[config.mk]
export PLATFORM = sky130hd
export DESIGN_NAME = branch_predictor_btb
export DESIGN_NICKNAME = d
export VERILOG_FILES = /design/src/rtl/branch_predictor_btb.sv
export SDC_FILE = /design/constraint.sdc
export NUM_CORES = 2
export LEC_CHECK = 0
export ABC_CLOCK_PERIOD_IN_PS = 12300
export CORE_UTILIZATION = 55
export CTS_CLUSTER_DIAMETER = 150
export DETAILED_ROUTE_END_ITERATION = 16
export PLACE_DENSITY_LB_ADDON = 0.3
export SYNTH_ARGS = -nofsm -noshare
export SYNTH_HDL_FRONTEND = slang
export SYNTH_SLANG_ARGS = --single-unit
[constraint.sdc]
create_clock -name i_clk -period 12.3 [get_ports i_clk]
set_input_delay 3.69 -clock i_clk [delete_from_list [all_inputs] [get_ports i_clk]]
set_output_delay 3.69 -clock i_clk [all_outputs]
set_load 0.01 [all_outputs]
[src/rtl/branch_predictor_btb.sv]
// branch_predictor_btb: direct-mapped BTB with 2-bit counters, static or bimodal prediction.
// Optional statistics counters enabled by macro BP_STATS_EN. Revision 1.0
`default_nettype none

module branch_predictor_btb #(
  parameter int ENTRIES = 32,
  parameter int IDX_W   = $clog2(ENTRIES),
  parameter int MODE    = 1,
  parameter int STAT_W  = 32
) (
  input  logic              i_clk,
  input  logic              i_rstn,
  input  logic [31:0]       i_if_pc,
  output logic              o_pred_hit,
  output logic              o_pred_taken,
  output logic [31:0]       o_pred_target,
  input  logic              i_ex_upd_vld,
  input  logic [31:0]       i_ex_pc,
  input  logic              i_ex_taken,
  input  logic [31:0]       i_ex_target,
  input  logic              i_ex_mispred,
  input  logic              i_bp_clr,
  output logic [STAT_W-1:0] o_stat_branches,
  output logic [STAT_W-1:0] o_stat_mispred
);

  localparam int TAG_W = 30 - IDX_W;

  logic [ENTRIES-1:0] valid;
  logic [1:0]         ctr      [ENTRIES];
  logic [TAG_W-1:0]   tag_mem  [ENTRIES];
  logic [31:0]        tgt_mem  [ENTRIES];

  logic [IDX_W-1:0]   if_idx;
  logic [TAG_W-1:0]   if_tag;
  logic [IDX_W-1:0]   ex_idx;
  logic [TAG_W-1:0]   ex_tag;
  logic               ex_hit;
  logic               lookup_taken;

  assign if_idx = i_if_pc[IDX_W+1:2];
  assign if_tag = i_if_pc[31:IDX_W+2];
  assign ex_idx = i_ex_pc[IDX_W+1:2];
  assign ex_tag = i_ex_pc[31:IDX_W+2];
  assign ex_hit = valid[ex_idx] && (tag_mem[ex_idx] == ex_tag);

  // Lookup reads the array state as of the last edge; no update bypass.
  assign o_pred_hit    = valid[if_idx] && (tag_mem[if_idx] == if_tag);
  assign lookup_taken  = (MODE == 0) ? 1'b1 : ctr[if_idx][1];
  assign o_pred_taken  = o_pred_hit && lookup_taken;
  assign o_pred_target = o_pred_taken ? tgt_mem[if_idx] : (i_if_pc + 32'd4);

  always_ff @(posedge i_clk or negedge i_rstn) begin
    if (!i_rstn) begin
      valid <= '0;
      for (int i = 0; i < ENTRIES; i++) begin
        ctr[i]     <= 2'b01;
        tag_mem[i] <= '0;
        tgt_mem[i] <= '0;
      end
    end else if (i_bp_clr) begin
      valid <= '0;
    end else if (i_ex_upd_vld) begin
      if (ex_hit) begin
        if (i_ex_taken) begin
          if (ctr[ex_idx] != 2'b11) ctr[ex_idx] <= ctr[ex_idx] + 2'b01;
          tgt_mem[ex_idx] <= i_ex_target;
        end else begin
          if (ctr[ex_idx] != 2'b00) ctr[ex_idx] <= ctr[ex_idx] - 2'b01;
        end
      end else if (i_ex_taken) begin
        valid[ex_idx]   <= 1'b1;
        tag_mem[ex_idx] <= ex_tag;
        tgt_mem[ex_idx] <= i_ex_target;
        ctr[ex_idx]     <= 2'b10;
      end
    end
  end

`ifdef BP_STATS_EN
  logic [STAT_W-1:0] stat_br;
  logic [STAT_W-1:0] stat_mp;

  always_ff @(posedge i_clk or negedge i_rstn) begin
    if (!i_rstn) begin
      stat_br <= '0;
      stat_mp <= '0;
    end else if (i_bp_clr) begin
      stat_br <= '0;
      stat_mp <= '0;
    end else if (i_ex_upd_vld) begin
      if (stat_br != '1) stat_br <= stat_br + 1'b1;
      if (i_ex_mispred && (stat_mp != '1)) stat_mp <= stat_mp + 1'b1;
    end
  end

  assign o_stat_branches = stat_br;
  assign o_stat_mispred  = stat_mp;
`else
  assign o_stat_branches = '0;
  assign o_stat_mispred  = '0;
`endif

  // Byte-offset bits never participate in index or tag.
  logic unused_ok;
  assign unused_ok = ^{i_if_pc[1:0], i_ex_pc[1:0], i_ex_mispred};

endmodule

`default_nettype wire

==> reports/results.txt <==
multi-input logic area -> 0.04504 mm2
Core Util, Final -> 61.88%
top cell type's share of synthesized area -> 49.19%
Resize count post-CTS -> 0
Min Clock Period, post-route -> 12.32 ns
worst setup margin -> -0.02053 ns
1st-iter DRT viols -> 6402
register area share after synthesis -> 50.07%
Final nets -> 6754
CTS tree -> yes
Final Power -> 0.01493 W
# Post-CTS Setup Buffers -> 0
layer with the highest usage -> met2
met2 Resource Use GR -> 51.38%
Synth Cell Area -> 0.09604 mm2
hold slack -> 0.4669 ns
Hold/Removal Path Class -> flip-flop to flip-flop
Root Buffer Master -> clkbuf_16
global-route usage over all layers -> 32.95%
crit path max fanout -> 22
GR Overflow Total -> 0
dpl cell area -> 0.1003 mm2
share of layout cells above drive strength 1 -> 43.84%
Setup Crit Path Kind -> input port to primary output
first-pass GRT wire length -> 422.9 mm
die area -> 0.1763 mm2
Placer Congestion -> 0.8889
I/O pins -> 200
Register Area -> 0.04809 mm2
final hold violations -> 0
Least-Margin Pin Slew -> 1.263 ns
via-per-instance ratio -> 6.663
vias in the first global route -> 62576
H-tree Lvls -> 4
chip height -> 419.9 um
CP Launch Type -> input port
EDFF count, synth -> 0
failing checks -> setup timing
unrepaired setup endpoints after global routing -> no
Post-Route WL -> 288.0 mm
clk sinks -> 1920
TritonCTS Buffers -> 196
Worst setup EP type -> primary output
P per Cell Area -> 139.9 mW/mm2
fin cells -> 9116
Port Buffer Count -> 132
critical path required time -> 8.61 ns
endpoints failing setup -> 1
met3 usage -> 7.185%
CTS max path bufs -> 3
clk_lat worst skew -> 0.86 ns
Max-slew headroom -> 15.75%
outcome -> finished, violations left
Core Rows -> 152
Yosys reg bits -> 1920
average routed wire per standard cell -> 31.60 um
top cells by area, synth -> dfrtp_1, mux2_2, mux4_2, mux2i_1, clkbuf_1
vias -> 60738
post-synthesis area per instance -> 14.32 um2
R2R Setup Slk -> 7.19 ns
Clock Skew -> 0.03433 ns
fin area -> 0.1067 mm2
DP HPWL -> 161.5 mm
Post-Syn Instances -> 6705
largest net degree at the start of global routing -> 167
Post-synth top flop -> dfrtp_1
Core ar. -> 0.1725 mm2
drt first pass iters -> 5
# hold bufs at CTS -> 0
DR DRC count -> 0
crit path DAT -> 8.63 ns
maximum VDD drop -> 0.0001486 V
M1 GR Usage -> 43.31%
YS warnings -> 0
area grow syn2layout -> 11.14%
fin crit share -> 100.2%
highest clock rate -> 0.08117 GHz
initial antenna violation count -> 14
DRT antenna net count -> 0
Layout fillers -> 12852
fin. max-slew vios -> 0
placed cell count -> 8761
Leak -> 50.37 nW
number of distinct library cells after synthesis -> 69
FFs w/ async S/R, synth -> 100.0%
Die Width -> 419.9 um
Initial Util -> 55.68%
post-synth top area cell -> dfrtp_1
clock-pin slew on the worst setup and hold paths -> 0.06 ns
max capacitance violation total -> 0
[Yosys cell counts, drive strengths merged, types with 4 or more instances]
master / number
a21oi: 52
dfrtp: 1888
a21boi: 34
nand4bb: 6
nor4: 52
a22o: 7
nand2b: 4
and3b: 6
nor2b: 4
mux4: 501
xnor2: 35
inv: 105
nand2: 131
mux2i: 662
o211ai: 13
or3: 5
nand4: 19
a221oi: 22
clkbuf: 392
dfstp: 32
nand4b: 4
nor3: 9
a22oi: 57
or4b: 6
and3: 22
xor2: 21
nor3b: 5
and4: 4
nand3: 38
or4: 10
o21ai: 107
o21bai: 4
mux2: 1801
o22ai: 210
nand3b: 6
buf: 298
nor2: 100
[metrics by stage]
stage,setup slack [ns],setup TNS (ns)
after floorplan,0.9939,0
after global placement,0.3408,0
after detailed placement,0.2899,0
after CTS,0.2876,0
after global routing,0.03286,0
final,-0.02053,-0.02053
[routing by layer]
metal  share of wire [%]  vias to the layer above  wire length [um]
met5               0.024                        -                69
met3                 8.1                      799             23210
met4                 5.8                       12             16830
met2                  47                     2578            134800
met1                  39                    32503            113100
li1                    -                    24846                 -
[final cells by class]
cell class	instances	share of cell area, %
Tap cell	2310	2.708
Sequential cell	1920	45.05
Clock buffer	298	5.387
Timing Repair Buffer	373	3.615
Inverter	105	0.3751
Antenna cell	4	0.009378
Clock inverter	53	0.6599
Multi-Input combinational cell	4053	42.20
[registers in the layout, summed over array words and instances (netlist names)]
register  cells
valid        32
ctr          64
tgt_mem    1024
tag_mem     800
[worst max-delay path, stage by stage]
cell	delay [ns]
clkdlybuf4s50_1	0.51
buf_12	0.20
nand2b_1	0.43
buf_4	0.28
o22ai_1	0.08
nor2_1	0.44
buf_4	0.27
xnor2_1	0.08
a2111oi_0	0.45
nor4bb_1	0.34
and4_4	0.41
buf_4	0.31
nor2_1	0.09
a21oi_1	0.35
clkdlybuf4s50_1	0.62
[power breakdown]
| part | switching [W] | leakage, nW | internal, W | total (W) |
|---|---|---|---|---|
| combinational | 0.000872 | 21.3 | 0.000890 | 0.00176 |
| sequential | 0.000308 | 25.9 | 0.00683 | 0.00714 |
| clock | 0.00254 | 3.17 | 0.00349 | 0.00603 |
| total | 0.00372 | 50.4 | 0.0112 | 0.0149 |
[path summary, 6_finish.rpt]
kind	startpoint	to	depth (start not counted)
hold reg to reg	ctr[38]	ctr[38]	2
setup / recovery	i_if_pc[5]	o_pred_target[9]	15
max in group asynchronous	i_rstn	tgt_mem[431]	3
hold / removal	ctr[38]	ctr[38]	2
min in group asynchronous	i_rstn	tag_mem[168]	1
setup reg to reg	tag_mem[31]	tag_mem[407]	11
[kinds of logic after synthesis]
kind of cell | synth area share (%)
mux | 39.77
fa+ha+maj | 0.03909
compound gates | 3.516
other cells | 0.003905
buf+inv | 3.621
xor+xnor | 0.5107
simple gates | 2.473
flops | 50.07
[cells in the final DEF, fill, tap and decap left out, types with 35 or more instances in the layout]
cell type / netlist / routed
a21oi_1: 52 / 52
a22oi_1: 57 / 57
buf_12: 0 / 56
buf_4: 70 / 185
clkbuf_1: 391 / 58
clkbuf_16: 0 / 198
clkbuf_8: 0 / 42
clkdlybuf4s50_1: 0 / 125
conb_1: 1 / 64
dfrtp_1: 1888 / 1888
inv_1: 104 / 103
mux2_2: 1801 / 1801
mux2i_1: 662 / 662
mux4_2: 501 / 501
nand2_1: 102 / 99
nand3_1: 35 / 35
nor2_1: 99 / 68
nor4_1: 52 / 51
o21ai_0: 107 / 107
o22ai_1: 210 / 210
xnor2_1: 35 / 35
Power figures use the tool's default switching activity.
